## src/rtl/multicycle_control.sv

```systemverilog
// Multicycle control unit for the 8-bit RISC-V-subset datapath.
// Moore FSM: mux selects and ALU control decode from the current state.
// PCWrite in BEQ also follows Zero, ImmSrc follows OP, and Illegal follows OP in DECODE.
// The run/pause enable freezes the FSM and masks every architectural write strobe.
module multicycle_control (
  input  logic       clk,
  input  logic       rst,
  input  logic       en,
  input  logic [6:0] OP,
  input  logic [2:0] Funct3,
  input  logic       Funct7b5,
  input  logic       Zero,
  output logic       PCWrite,
  output logic       AdrSrc,
  output logic       IRWrite,
  output logic       MemWrite,
  output logic       RegWrite,
  output logic [1:0] ResultSrc,
  output logic [1:0] ALUSrcA,
  output logic [1:0] ALUSrcB,
  output logic [1:0] ImmSrc,
  output logic [2:0] ULAControl,
  output logic       Illegal,
  output logic [3:0] State
);

  localparam int unsigned STATE_W = 4;
  localparam int unsigned ALU_W   = 3;
  localparam int unsigned OP_W    = 7;

  localparam logic [ALU_W-1:0] ALU_ADD = 3'b000;
  localparam logic [ALU_W-1:0] ALU_SUB = 3'b001;
  localparam logic [ALU_W-1:0] ALU_AND = 3'b010;
  localparam logic [ALU_W-1:0] ALU_OR  = 3'b011;
  localparam logic [ALU_W-1:0] ALU_SLT = 3'b101;

  localparam logic [OP_W-1:0] OP_LW    = 7'b0000011;
  localparam logic [OP_W-1:0] OP_SW    = 7'b0100011;
  localparam logic [OP_W-1:0] OP_RTYPE = 7'b0110011;
  localparam logic [OP_W-1:0] OP_ITYPE = 7'b0010011;
  localparam logic [OP_W-1:0] OP_BEQ   = 7'b1100011;

  typedef enum logic [STATE_W-1:0] {
    S_FETCH    = 4'd0,
    S_DECODE   = 4'd1,
    S_MEMADR   = 4'd2,
    S_MEMREAD  = 4'd3,
    S_MEMWB    = 4'd4,
    S_MEMWRITE = 4'd5,
    S_EXECUTER = 4'd6,
    S_ALUWB    = 4'd7,
    S_EXECUTEI = 4'd8,
    S_BEQ      = 4'd9
  } state_t;

  state_t           r_state;
  logic             w_is_lw;
  logic             w_is_sw;
  logic             w_is_rtype;
  logic             w_is_itype;
  logic             w_is_beq;
  logic             w_legal;
  logic [ALU_W-1:0] w_alu_dec;
  logic             w_pc_write;
  logic             w_ir_write;
  logic             w_mem_write;
  logic             w_reg_write;

  // Opcode classification shared by the sequencer and the decoders.
  always_comb begin
    w_is_lw    = (OP == OP_LW);
    w_is_sw    = (OP == OP_SW);
    w_is_rtype = (OP == OP_RTYPE);
    w_is_itype = (OP == OP_ITYPE);
    w_is_beq   = (OP == OP_BEQ);
    w_legal    = w_is_lw | w_is_sw | w_is_rtype | w_is_itype | w_is_beq;
  end

  // State sequencer: reset wins over enable; a low enable holds the state.
  always_ff @(posedge clk) begin
    if (rst) begin
      r_state <= S_FETCH;
    end else if (en) begin
      case (r_state)
        S_FETCH:  r_state <= S_DECODE;
        S_DECODE: begin
          if (w_is_lw || w_is_sw) r_state <= S_MEMADR;
          else if (w_is_rtype)    r_state <= S_EXECUTER;
          else if (w_is_itype)    r_state <= S_EXECUTEI;
          else if (w_is_beq)      r_state <= S_BEQ;
          else                    r_state <= S_FETCH;
        end
        S_MEMADR:   r_state <= w_is_sw ? S_MEMWRITE : S_MEMREAD;
        S_MEMREAD:  r_state <= S_MEMWB;
        S_EXECUTER: r_state <= S_ALUWB;
        S_EXECUTEI: r_state <= S_ALUWB;
        // MEMWB, MEMWRITE, ALUWB, BEQ and unused codes all return to FETCH.
        default:    r_state <= S_FETCH;
      endcase
    end
  end

  // ALU operation for the execute states; addi never subtracts.
  always_comb begin
    w_alu_dec = ALU_ADD;
    case (Funct3)
      3'b000:  w_alu_dec = (w_is_rtype && Funct7b5) ? ALU_SUB : ALU_ADD;
      3'b010:  w_alu_dec = ALU_SLT;
      3'b110:  w_alu_dec = ALU_OR;
      3'b111:  w_alu_dec = ALU_AND;
      default: w_alu_dec = ALU_ADD;
    endcase
  end

  // Immediate format depends only on the opcode.
  always_comb begin
    ImmSrc = 2'b00;
    if (w_is_sw)       ImmSrc = 2'b01;
    else if (w_is_beq) ImmSrc = 2'b10;
  end

  // Per-state selects and unmasked write strobes.
  always_comb begin
    w_pc_write  = 1'b0;
    w_ir_write  = 1'b0;
    w_mem_write = 1'b0;
    w_reg_write = 1'b0;
    AdrSrc      = 1'b0;
    ResultSrc   = 2'b00;
    ALUSrcA     = 2'b00;
    ALUSrcB     = 2'b00;
    ULAControl  = ALU_ADD;
    case (r_state)
      S_FETCH: begin
        w_ir_write = 1'b1;
        w_pc_write = 1'b1;
        ALUSrcB    = 2'b10;
        ResultSrc  = 2'b10;
      end
      S_DECODE: begin
        ALUSrcA = 2'b01;
        ALUSrcB = 2'b01;
      end
      S_MEMADR: begin
        ALUSrcA = 2'b10;
        ALUSrcB = 2'b01;
      end
      S_MEMREAD: begin
        AdrSrc = 1'b1;
      end
      S_MEMWB: begin
        ResultSrc   = 2'b01;
        w_reg_write = 1'b1;
      end
      S_MEMWRITE: begin
        AdrSrc      = 1'b1;
        w_mem_write = 1'b1;
      end
      S_EXECUTER: begin
        ALUSrcA    = 2'b10;
        ALUSrcB    = 2'b00;
        ULAControl = w_alu_dec;
      end
      S_EXECUTEI: begin
        ALUSrcA    = 2'b10;
        ALUSrcB    = 2'b01;
        ULAControl = w_alu_dec;
      end
      S_ALUWB: begin
        w_reg_write = 1'b1;
      end
      S_BEQ: begin
        ALUSrcA    = 2'b10;
        ALUSrcB    = 2'b00;
        ULAControl = ALU_SUB;
        w_pc_write = Zero;
      end
      default: ;
    endcase
  end

  // Architectural writes only happen while stepping.
  always_comb begin
    PCWrite  = w_pc_write  & en;
    IRWrite  = w_ir_write  & en;
    MemWrite = w_mem_write & en;
    RegWrite = w_reg_write & en;
    Illegal  = en & (r_state == S_DECODE) & ~w_legal;
    State    = STATE_W'(r_state);
  end

endmodule
```

## config.mk

```make
export PLATFORM = sky130hd
export DESIGN_NAME = multicycle_control
export DESIGN_NICKNAME = d
export VERILOG_FILES = /design/src/rtl/multicycle_control.sv
export SDC_FILE = /design/constraint.sdc
export NUM_CORES = 1
export LEC_CHECK = 0
export CAP_MARGIN = 10
export CORE_MARGIN = 1
export CORE_UTILIZATION = 39
export CTS_CLUSTER_DIAMETER = 120
export CTS_CLUSTER_SIZE = 28
export DETAILED_ROUTE_END_ITERATION = 8
export PLACE_DENSITY = 0.88
export SYNTH_ARGS = -nofsm -noshare
export SYNTH_HDL_FRONTEND = slang
export SYNTH_SLANG_ARGS = --single-unit
```

## constraint.sdc

```tcl
create_clock -name clk -period 3.6 [get_ports clk]
set_input_delay 0.72 -clock clk [delete_from_list [all_inputs] [get_ports clk]]
set_output_delay 0.72 -clock clk [all_outputs]
set_load 0.05 [all_outputs]
```

==> flow_metrics.env <==
export IMPL_synth_ff_type="dfxtp_1"
export IMPL_routed_wl_mm=1.80
export IMPL_htree_levels=1
export IMPL_syn_instance_count=87
export IMPL_power_leakage_nw=0.361
export IMPL_grt_max_degree=19
export IMPL_fin_worst_skew_ns=0.00504
export IMPL_antenna_left=0
export IMPL_clk_path_buf_depth=2
export IMPL_drive_above_1_share=0.126
export IMPL_first_global_vias=621
export IMPL_avgRoutedWirePerCell_um=13.5
export IMPL_whs_path_depth=3
export IMPL_avgSynthCellArea_um2=6.83
export IMPL_yosysUniqueCellTypes=36
export IMPL_peakVddDrop_v=0.000195
export IMPL_worstSetupPathType="input pin to primary output"
export IMPL_timing_final_crit_share=0.897
export IMPL_synth_edff_count=0
export IMPL_rsz0062_at_grt="no"
export IMPL_synth_top_area_cell="dfxtp_1"
export IMPL_hold_end="State[0]$_SDFFE_PP0P_"
export IMPL_cpMostUsedCell="clkdlybuf4s50_1"
export IMPL_cts_tree="yes"
export IMPL_yosysMostFrequentCell="nor2_1"
export IMPL_syn_area_um2=594
export IMPL_maxCapViolCount=0
export IMPL_syn_num_nets=102
export IMPL_crit_family="buffers and inverters"
export IMPL_grt_use_met2=0.418
export IMPL_slowest_delay_ns=0.81
export IMPL_portBuffers=35
export IMPL_grt_pass1_wl_mm=2.61
export IMPL_ys_seq_area_frac=0.135
export IMPL_post_cts_setup_buffer_count=0
export IMPL_fmax_mhz=310
export IMPL_clk_pin_slew_ns=0.04
export IMPL_first_pass_iters=4
export IMPL_worstPathArrival_ns=2.51
export IMPL_finalHoldViolations=0
export IMPL_globalRouteOverflowTotal=0
export IMPL_grt_met3_usage=0.0815
export IMPL_finalWeightedCongestion=0.781
export IMPL_track_usage=0.241
export IMPL_ioPinCount=36
export IMPL_slew_headroom=0.571
export IMPL_fp_dieW_um=41.0
export IMPL_final_area_um2=956
export IMPL_power_density_nw_per_um2=200
export IMPL_area_growth_pct=60.8
export IMPL_fin_util=0.700
export IMPL_drtIter0Drc=25
export IMPL_insertion_delay_ns=0.24
export IMPL_largest_register_ffs=4
export IMPL_fin_setup_tns_ns=0
export IMPL_ys_seq_elements=4
export IMPL_synthArstFlopShare=0
export IMPL_die_y_um=41.0
export IMPL_die_area_um2=1680
export IMPL_slew_viol_final=0
export IMPL_r2r_slack_ns=2.03
export IMPL_synthTopCellsByArea="dfxtp_1 (13%), nand2b_1 (9.5%), nor2_1 (6.3%)"
export IMPL_busiest_layer="met2"
export IMPL_via_count=772
export IMPL_cts_made_buffers=3
export IMPL_cts_root_buf="clkbuf_4"
export IMPL_post_cts_resized=0
export IMPL_worstPathCellList="clkdlybuf4s50_1 > and4bb_2 > and4b_1 > clkdlybuf4s50_1"
export IMPL_num_nets_final=136
export IMPL_use_met1=0.273
export IMPL_yosys_warnings=0
export IMPL_tightest_slew_ns=0.643
export IMPL_holdBufCountCts=0
export IMPL_hpwl_mm=1.38
export IMPL_worstPathMaxFanout=3
export IMPL_setup_viol=0
export IMPL_synth_top_area_share=0.135
export IMPL_num_antenna_cells=0
export IMPL_slowest_stage="clkdlybuf4s50_1"
export IMPL_min_delay_start="State[2]$_SDFFE_PP0P_"
export IMPL_fin_crit_ns=3.23
export IMPL_r2r_cells=4
export IMPL_cts_sinks=4
export IMPL_fillers=123
export IMPL_postPlaceCellArea_um2=933
export IMPL_required_ns=2.88
export IMPL_timing_rr_start="State[1]$_SDFFE_PP0P_"
export IMPL_worst_setup_path_start_kind="input pin"
export IMPL_cp_end_kind="primary output"
export IMPL_antenna_found_initial=0
export IMPL_vias_per_cell=5.76
export IMPL_crit_buf_inv=2
export IMPL_synthTopCellsByCount="nor2_1 (10), nand2b_1 (9), nand2_1 (8)"
export IMPL_status="finished clean"
export IMPL_reg2reg_to="State[2]$_SDFFE_PP0P_"
export IMPL_num_rows=13
export IMPL_core_um2=1370
export IMPL_initial_core_util=0.435
export IMPL_drc=0
export IMPL_min_path_type="flop to flop"
==> layout by cell type, fill, tap and decap left out, types with 3 or more instances in the layout <==
cell / n
buf_4: 7
nand2b_1: 9
nand3_1: 4
nand2_1: 8
clkbuf_4: 3
dfxtp_1: 4
nor2_1: 10
clkdlybuf4s50_1: 31
mux2i_1: 3
a21oi_1: 6
==> worst register-to-register path, delay by kind of cell, from the launching register on <==
family          cells  cell delay, ns
simple gates        2            0.22
flops               1            0.72
compound gates      2            0.52
==> metal layers <==
layer	vias up	routed length (um)	part of all wire
met5	-	0	0
li1	380	-	-
met3	2	128	0.071
met4	0	17	0.0094
met1	358	742	0.41
met2	32	915	0.51
==> power by group <==
group | total [mW] | switching [mW] | internal (mW)
Combinational | 0.0854 | 0.0480 | 0.0374
Clock | 0.0582 | 0.0207 | 0.0374
Sequential | 0.0480 | 0.00252 | 0.0455
==> per-stage QoR <==
step           power (mW)  std cells  hold WS (ns)  setup WS (ns)
2_1_floorplan      0.0981         87         0.789         0.0218
3_3_place_gp        0.132        131         0.718          0.419
3_5_place_dp        0.134        131         0.732          0.379
4_1_cts             0.195        134         0.745          0.369
5_1_grt             0.203        134         0.794          0.313
6_report            0.192        134         0.745          0.371
==> layout make-up <==
type | count | area [um2] | area share
Clock buffer | 3 | 22.5 | 0.0236
Inverter | 1 | 3.75 | 0.00393
Multi-Input combinational cell | 73 | 468 | 0.490
Sequential cell | 4 | 80.1 | 0.0838
Tap cell | 15 | 18.8 | 0.0196
Timing Repair Buffer | 38 | 363 | 0.380
==> cell families (layout without fill, tap and decap cells) <==
group,count (synthesis),after routing,share of synthesized area
AOI/OAI and AO/OA,16,16,0.192
xor gates and xnor gates,3,3,0.0442
DFF,4,4,0.135
buffers and inverters,10,42,0.0863
muxes,3,3,0.0505
and+or+nand+nor,51,51,0.493
==> worst max path at each step <==
stage,from,endpoint,depth (start not counted)
2_1_floorplan,State[0]$_SDFFE_PP0P_,ResultSrc[1],4
3_3_place_gp,OP[2],ImmSrc[1],4
3_5_place_dp,OP[2],ImmSrc[1],4
4_1_cts,OP[2],ImmSrc[1],4
5_1_grt,OP[2],ImmSrc[1],4
6_report,OP[2],ImmSrc[1],4
No activity file was read; power rests on OpenSTA's default activity.
